===== src/rtl/piece_slide_animator.sv =====
`default_nettype none
`timescale 1ns/1ps
// ---- piece_slide_animator : vblank-synchronous sprite slide between board squares ----
// ---- rev 1.0 : initial release ----
module piece_slide_animator #(
   parameter int BOARD_X0 = 80,
   parameter int BOARD_Y0 = 0,
   parameter int SQUARE   = 60,
   parameter int PAD      = 2,
   parameter int STEP     = 4,
   parameter int INIT_COL = 0,
   parameter int INIT_ROW = 0,
   parameter int H_TICK   = 0,
   parameter int V_TICK   = 480
) (
   input  logic       vga_clk,
   input  logic       reset,
   input  logic [9:0] DrawX,
   input  logic [9:0] DrawY,
   input  logic       move_valid,
   output logic       move_ready,
   input  logic [2:0] src_col,
   input  logic [2:0] src_row,
   input  logic [2:0] dst_col,
   input  logic [2:0] dst_row,
   output logic [9:0] offsetX,
   output logic [9:0] offsetY,
   output logic       moving,
   output logic       move_done
);

   localparam logic [9:0]        X0     = 10'(BOARD_X0);
   localparam logic [9:0]        Y0     = 10'(BOARD_Y0);
   localparam logic [9:0]        PITCH  = 10'(SQUARE);
   localparam logic [9:0]        INSET  = 10'(PAD);
   localparam logic [9:0]        STEP_U = 10'(STEP);
   localparam logic signed [10:0] STEP_S = 11'(STEP);
   localparam logic [9:0]        HT     = 10'(H_TICK);
   localparam logic [9:0]        VT     = 10'(V_TICK);
   localparam logic [2:0]        ICOL   = 3'(INIT_COL);
   localparam logic [2:0]        IROW   = 3'(INIT_ROW);

   typedef enum logic [1:0] {
      IDLE = 2'd0,
      MOVE = 2'd1,
      DONE = 2'd2
   } state_t;

   state_t     state;
   logic       frame_tick;
   logic [9:0] tgt_x;
   logic [9:0] tgt_y;
   logic [9:0] next_x;
   logic [9:0] next_y;

   function automatic logic [9:0] pos(input logic [9:0] base, input logic [2:0] idx);
      return base + 10'(idx) * PITCH + INSET;
   endfunction

   // Snap to target once within one step, so an axis can never overshoot.
   function automatic logic [9:0] step_axis(input logic [9:0] off, input logic [9:0] tgt);
      logic signed [10:0] diff;
      diff = $signed({1'b0, tgt}) - $signed({1'b0, off});
      if (diff <= STEP_S && diff >= -STEP_S)
         return tgt;
      else if (diff > 11'sd0)
         return off + STEP_U;
      else
         return off - STEP_U;
   endfunction

   always_comb begin
      next_x = step_axis(offsetX, tgt_x);
      next_y = step_axis(offsetY, tgt_y);
   end

   always_ff @(posedge vga_clk) begin
      if (reset) begin
         state      <= IDLE;
         frame_tick <= 1'b0;
         offsetX    <= pos(X0, ICOL);
         offsetY    <= pos(Y0, IROW);
         tgt_x      <= 10'd0;
         tgt_y      <= 10'd0;
         move_ready <= 1'b1;
         moving     <= 1'b0;
         move_done  <= 1'b0;
      end else begin
         frame_tick <= (DrawX == HT) && (DrawY == VT);
         move_done  <= 1'b0;
         case (state)
            IDLE: begin
               // A tick landing on the accept cycle is dropped on purpose.
               if (move_valid && move_ready) begin
                  tgt_x      <= pos(X0, dst_col);
                  tgt_y      <= pos(Y0, dst_row);
                  offsetX    <= pos(X0, src_col);
                  offsetY    <= pos(Y0, src_row);
                  state      <= MOVE;
                  move_ready <= 1'b0;
                  moving     <= 1'b1;
               end
            end
            MOVE: begin
               if (frame_tick) begin
                  offsetX <= next_x;
                  offsetY <= next_y;
                  if (next_x == tgt_x && next_y == tgt_y) begin
                     state     <= DONE;
                     moving    <= 1'b0;
                     move_done <= 1'b1;
                  end
               end
            end
            DONE: begin
               state      <= IDLE;
               move_ready <= 1'b1;
            end
            default: begin
               state      <= IDLE;
               move_ready <= 1'b1;
               moving     <= 1'b0;
            end
         endcase
      end
   end

endmodule
`default_nettype wire


===== config.mk =====
export PLATFORM = sky130hd
export DESIGN_NAME = piece_slide_animator
export DESIGN_NICKNAME = d
export VERILOG_FILES = /design/src/rtl/piece_slide_animator.sv
export SDC_FILE = /design/constraint.sdc
export NUM_CORES = 1
export LEC_CHECK = 0
export CORE_ASPECT_RATIO = 0.9
export CORE_UTILIZATION = 58
export CTS_CLUSTER_SIZE = 20
export DETAILED_ROUTE_END_ITERATION = 12
export PLACE_DENSITY = 0.82
export SETUP_SLACK_MARGIN = 0.1
export SLEW_MARGIN = 20
export SYNTH_ARGS = -nofsm -noshare
export SYNTH_HDL_FRONTEND = slang
export SYNTH_SLANG_ARGS = --single-unit

===== constraint.sdc =====
create_clock -name vga_clk -period 6.1 [get_ports vga_clk]
set_input_delay 1.22 -clock vga_clk [delete_from_list [all_inputs] [get_ports vga_clk]]
set_output_delay 1.22 -clock vga_clk [all_outputs]
set_load 0.05 [all_outputs]

# After elaboration in Yosys (flattened, before gate mapping)

Cells that the tools add are included.
W data, S select, Z words.

Bits in registers: 46
Bits in latches: 0
Memory bits (writable): 0
ROM bits: 0
Input bits: 35
Output and inout bits: 23
Word-level logic and storage cells: 77
Memories kept: 0

$add $sub $neg: 12
Multiply operators: 4
Div/mod/pow operators: 0
Magnitude comparators: 6
Eq/ne operators: 8
Shift operators: 0
Multiplexer cells: 21
Bitwise logic cells: 3
Reduce and logical (&&, ||, !) cells: 14

Operators with widths:

| operator                | count |
|---|---|
| $mux W10                | 8 |
| $pmux W10 S2            | 2 |
| $mul A3 B4 Y7 const B   | 4 |
| $ge A11 B3 Y1 const B   | 2 |
| $gt A11 B1 Y1 const B   | 2 |
| $le A11 B4 Y1 const B   | 2 |
| $sub A10 B10 Y11        | 2 |
| $add A10 B2 Y10 const B | 2 |
| $add A10 B3 Y10 const B | 2 |
| $add A7 B9 Y10 const A  | 2 |
| $add A9 B2 Y10 const B  | 2 |
| $eq A10 B10 Y1          | 2 |
| $sub A10 B3 Y10 const B | 2 |
| $eq A10 B9 Y1 const B   | 1 |
| $logic_not A10 Y1       | 1 |
| $mux W2                 | 3 |
| $ne A2 B2 Y1 const B    | 3 |
| $reduce_and A3 Y1       | 2 |
| $logic_and A1 B1 Y1     | 5 |
| $mux W1                 | 5 |
| $pmux W2 S2             | 1 |
| $reduce_and A2 Y1       | 2 |
| $reduce_and A4 Y1       | 1 |
| $not A1 Y1              | 3 |
| 7 further kinds         | 7 |

# Logic depth before layout (Yosys ltp)

Depth in word-level cells: 9
Mapped depth: 21
Mapped depth without buffers: 20

# Worst setup path after synthesis

Ideal clock, no wire load.

Path type: reg-to-reg
Start: reg offsetY[2]
End: reg state[0]
Library setup time: 0.143 ns
Data arrival time: 4.951 ns
Data required time: 5.957 ns
Path slack: 1.006 ns
Cell stages (with the launch flop): 21
Buffers on the path: 0
Period minus slack after synthesis: 5.094 ns
Path through: dfxtp_1 > inv_1 > ha_1 > nor2b_1 > o211ai_1 > mux2i_1 > o2111ai_1 > nor3_1 > nand4_1 > nand2_1 > inv_1 > fa_1 > nand2b_1 > a21o_1 > xnor3_1 > a2111o_1 > a2111oi_2 > nand3_1 > mux2_2 > nand3_1 > a41oi_1

Word-level cells in the longest chain between the ends: 8
Elaborated cells between the ends (all ways): 13
Classes of those cells: add/sub: 3; order compare: 3; eq/ne: 2; mux: 2; reduce/logical: 3

Ends and longest elaborated chain:

| item                                            | line   | text |
|---|---|---|
| start, declared                                 | 27     | `output logic [9:0] offsetY,` |
| start signal, assigned                          | 82     | `offsetY <= pos(Y0, IROW);` |
| start signal, assigned                          | 98     | `offsetY <= pos(Y0, src_row);` |
| start signal, assigned                          | 107    | `offsetY <= next_y;` |
| $sub A10 B10 Y11                                | 63     | `diff = $signed({1'b0, tgt}) - $signed({1'b0, off});` |
| $gt A11 B1 Y1, or another cell as far along     | 66     | `else if (diff > 11'sd0)` |
| $mux W10 or $logic_and A1 B1 Y1 (tied branches) | 66, 64 |  |
| $mux W10 (*)                                    | 64     | `if (diff <= STEP_S && diff >= -STEP_S)` |
| $eq A10 B10 Y1 (*)                              | 108    | `if (next_x == tgt_x && next_y == tgt_y) begin` |
| $logic_and A1 B1 Y1 (*)                         | 108    |  |
| $ne A2 B2 Y1 (no line) (*)                      | --     |  |
| $reduce_and A3 Y1 (no line) (*)                 | --     |  |
| end signal, assigned                            | 109    | `state <= DONE;` |
| end signal, assigned                            | 116    | `state <= IDLE;` |
| end signal, assigned                            | 120    | `state <= IDLE;` |
| end, declared                                   | 49     | `state_t state;` |

Mark *: on every way between the ends. The rest lies on a longest branch, timed or not.
A chain may end at the register's enable or synchronous reset.

# Final worst setup path

Start: reg tgt_x[1]
End: reg moving

Word-level cells in the longest chain between the ends: 8
Elaborated cells between the ends (all ways): 11
Classes of those cells: add/sub: 1; order compare: 3; eq/ne: 2; mux: 2; reduce/logical: 3

Ends and longest elaborated chain:

| item                                            | line   | text |
|---|---|---|
| start, declared                                 | 51     | `logic [9:0] tgt_x;` |
| start signal, assigned                          | 95     | `tgt_x <= pos(X0, dst_col);` |
| $sub A10 B10 Y11                                | 63     |  |
| $gt A11 B1 Y1, or another cell as far along     | 66     |  |
| $mux W10 or $logic_and A1 B1 Y1 (tied branches) | 66, 64 |  |
| $mux W10                                        | 64     |  |
| $eq A10 B10 Y1 (*)                              | 108    |  |
| $logic_and A1 B1 Y1 (*)                         | 108    |  |
| $ne A2 B2 Y1 (no line) (*)                      | --     |  |
| $reduce_and A4 Y1 (no line) (*)                 | --     |  |
| end signal, assigned                            | 101    | `moving <= 1'b1;` |
| end signal, assigned                            | 110    | `moving <= 1'b0;` |
| end signal, assigned                            | 122    | `moving <= 1'b0;` |
| end, declared                                   | 28     | `output logic moving,` |

Marks and branches as above.

==> impl_metrics.toml <==
[yosys]
synth_sequential_area_ratio = 0.168
synth_top_area_share = 0.168
netlist-cell-type-count = 73
ys_async_sr_fraction = 0
cell_type_with_the_highest_aggregate_area_in_the_netlist = "sky130_fd_sc_hd__dfxtp_1"
synthesis.instances = 622
synthFlopType = "sky130_fd_sc_hd__dfxtp_1"
post_synth_instance_area_sq_um = 5010
synth-seq-cells = 42
top_cells_by_area_synth = "sky130_fd_sc_hd__dfxtp_1, sky130_fd_sc_hd__ha_1, sky130_fd_sc_hd__fa_1"
syn_avg_cell_area_sq_um = 8.05
syn-num-nets = 731
synth_enable_flop_cells = 0
synth-warning-count = 0

[floorplanning]
ios = 58
initial_core_util = 0.609
die_h_um = 90.1
die-area_sq_um = 9010
core_sq_um = 8220
rows = 31
die_w_um = 99.9

[drt]
drt_drc_violations_left = 0
drt_iter0_drc = 291
detail_route.first_pass.iterations = 5
via_count = 4827
routedWlPerCell_um = 16.8
detail-route-antenna-nets = 0
avgViaCountPerCell = 6.20
finalWirelength_um = 13100

[worst_setup_path]
cp-end-kind = "register"
worstPathArrival_ns = 5.75
setup.worst_path.start_class = "register"
cp_max_fo = 7
criticalPathCategory = "register to register"
required_worst_endpoint_ns = 6.27

[cts]
cts_sinks = 42
cts.hold.buffers_added = 0
clockRootBuffer = "sky130_fd_sc_hd__clkbuf_8"
cts_made_buffers = 5
ctsResizeCount = 0
cts_max_level = 2
tritoncts = "done"
clkLatencyLatePin_ns = 0.30
cts.path.max_buffers = 2
post-cts-setup-buffers = 0
cts.reportedPaths.clkPinSlew_ns = 0.08

[global_routing]
grt_start_max_net_pins = 34
first_global_vias = 4671
grt_use_total = 0.306
grt_antenna_before_repair = 0
grt-ovfl-total = 0
grt_first_pass_wirelength_um = 22300

[power_and_ir_drop]
leak_uw = 0.00239
irDropWorstVdd_v = 0.000134
powerDensity_nw_per_um2 = 294

[timing]
fin_tns_setup_ns = 0
final.hold.worst_slack_ns = 0.505
setup_slack_ns = 0.514
period_needed_ns = 5.59
maxSlewHeadroom = 0.367
slew_viol_final = 0
fmaxAchievable_ghz = 0.179
final-setup-viol-count = 0
grt_setup_unrepaired = "no"
clock_skew_ns = 0.00565
worst_pin_slew_ns = 0.937
final_hold_viol_count = 0
final_worst_path_period_share = 0.916

[finish]
antenna-diode-count = 0
utilization = 0.698
post_route_cells_drive_above_1_share = 0.0452
final-seq-area_sq_um = 841
filler_cell_count = 703
finalInstanceArea_sq_um = 5740
multi_input_comb_area_sq_um = 3850
fin_nets = 772
areaGrowthSynthToFinish_pct = 14.6

[placed_design]
placement.io_buffers = 57
routabilityCongestion = 0.979
dpl_cell_area_sq_um = 5640
half_perimeter_wire_length_after_placement_um = 10500
post-place-ws_ns = 0.597

[status]
status = "finished clean"

[flow_run]
max_capacitance_violation_count = 0

[worst_hold_path]
timing.hold.worst.class = "register to register"
## area by class of cell
cell class / count / area share
clock buffers: 6 / 0.0144
repair buffers: 61 / 0.105
well taps: 115 / 0.0251
flip-flops and latches: 42 / 0.147
clock inverters: 2 / 0.00218
inverters: 54 / 0.0353
multi-input cells: 499 / 0.672
## cells in the mapped netlist, drive strengths merged (5+ instances only)
| cell | count |
|---|---|
| ha | 58 |
| inv | 54 |
| a21oi | 53 |
| nand2 | 44 |
| dfxtp | 42 |
| nor2 | 37 |
| xnor2 | 31 |
| o21ai | 27 |
| nor3 | 20 |
| clkbuf | 18 |
| xor2 | 18 |
| fa | 16 |
| nor2b | 15 |
| a21o | 13 |
| nand3 | 11 |
| nor4 | 10 |
| buf | 9 |
| mux2i | 9 |
| a211oi | 8 |
| nand2b | 8 |
| o211ai | 8 |
| a31oi | 7 |
| a41oi | 6 |
| and3 | 6 |
| nand3b | 5 |
| nor4b | 5 |
## critical path, cell delays in order, from the launching register on
cell                        delay (ns)
sky130_fd_sc_hd__dfxtp_1          0.48
sky130_fd_sc_hd__inv_1            0.15
sky130_fd_sc_hd__fa_1             0.45
sky130_fd_sc_hd__nand2b_1         0.21
sky130_fd_sc_hd__a21oi_1          0.20
sky130_fd_sc_hd__a41oi_1          0.21
sky130_fd_sc_hd__xnor2_1          0.29
sky130_fd_sc_hd__nor2b_1          0.25
sky130_fd_sc_hd__nand4_1          0.26
sky130_fd_sc_hd__nand2_1          0.30
sky130_fd_sc_hd__inv_1            0.09
sky130_fd_sc_hd__fa_1             0.40
sky130_fd_sc_hd__nand2b_1         0.18
sky130_fd_sc_hd__a21o_1           0.20
sky130_fd_sc_hd__xnor3_1          0.19
sky130_fd_sc_hd__a2111o_1         0.37
sky130_fd_sc_hd__a2111oi_2        0.48
sky130_fd_sc_hd__nand3_1          0.15
sky130_fd_sc_hd__mux2_2           0.32
sky130_fd_sc_hd__nand3_1          0.14
sky130_fd_sc_hd__a41oi_1          0.13
## stage by stage
step / cells / power (uW)
floorplan: 622 / 1220
global placement: 771 / 1440
detailed placement: 771 / 1470
CTS: 779 / 1670
global route: 779 / 1820
finish: 779 / 1680
## where the power goes
| part | internal (uW) | total (uW) | leakage [uW] | switching, uW |
|---|---|---|---|---|
| Sequential | 300 | 338 | 0.000344 | 38.3 |
| Combinational | 491 | 1150 | 0.00200 | 663 |
| Clock | 91.0 | 191 | 0.0000472 | 99.9 |
## cells in the final DEF, fill, tap and decap left out, types with 5 or more instances in the layout
cell	n
sky130_fd_sc_hd__mux2i_1	9
sky130_fd_sc_hd__nor4_1	9
sky130_fd_sc_hd__nor3_1	19
sky130_fd_sc_hd__a21oi_1	53
sky130_fd_sc_hd__nor4b_1	5
sky130_fd_sc_hd__nand2_1	44
sky130_fd_sc_hd__clkdlybuf4s50_1	57
sky130_fd_sc_hd__clkbuf_8	6
sky130_fd_sc_hd__nand2b_1	8
sky130_fd_sc_hd__nand3_1	11
sky130_fd_sc_hd__xnor2_1	31
sky130_fd_sc_hd__a31oi_1	7
sky130_fd_sc_hd__xor2_1	18
sky130_fd_sc_hd__nand3b_1	5
sky130_fd_sc_hd__nor2b_1	15
sky130_fd_sc_hd__fa_1	16
sky130_fd_sc_hd__dfxtp_1	42
sky130_fd_sc_hd__a41oi_1	5
sky130_fd_sc_hd__ha_1	58
sky130_fd_sc_hd__inv_1	54
sky130_fd_sc_hd__a21o_1	13
sky130_fd_sc_hd__o21ai_0	26
sky130_fd_sc_hd__nor2_1	36
sky130_fd_sc_hd__a211oi_1	8
sky130_fd_sc_hd__o211ai_1	8
## routing by layer
layer / up-vias / routed length, um / track usage
li1: 2338 / - / -
met1: 2255 / 6080 / 0.423
met2: 206 / 5760 / 0.486
met3: 28 / 909 / 0.0420
met4: 0 / 367 / 0.107
met5: - / 0 / 0
## registers in the layout (all words and copies together), names as in the netlist
register	flops
frame_tick	1
move_done	1
move_ready	1
moving	1
offsetX	10
offsetY	10
state	2
tgt_x	9
tgt_y	7
## cell families (layout without fill, tap and decap cells)
group / Yosys count / after routing / share of synthesized area
simple gates: 181 / 181 / 0.189
compound gates: 179 / 179 / 0.244
buf+inv: 81 / 123 / 0.0642
fa+ha+maj: 74 / 74 / 0.209
xor+xnor: 52 / 52 / 0.0994
flops: 42 / 42 / 0.168
mux: 13 / 13 / 0.0270
## worst paths after layout
kind,start,endpoint,slack [ns],cells past startpoint
worst max-delay path,tgt_x[1],moving,0.51,20
worst min-delay path,offsetX[5],offsetX[5],0.51,2
worst max register to register,tgt_x[1],moving,0.51,20
worst min register to register,offsetX[5],offsetX[5],0.51,2
(Power assumes the default switching activity.)
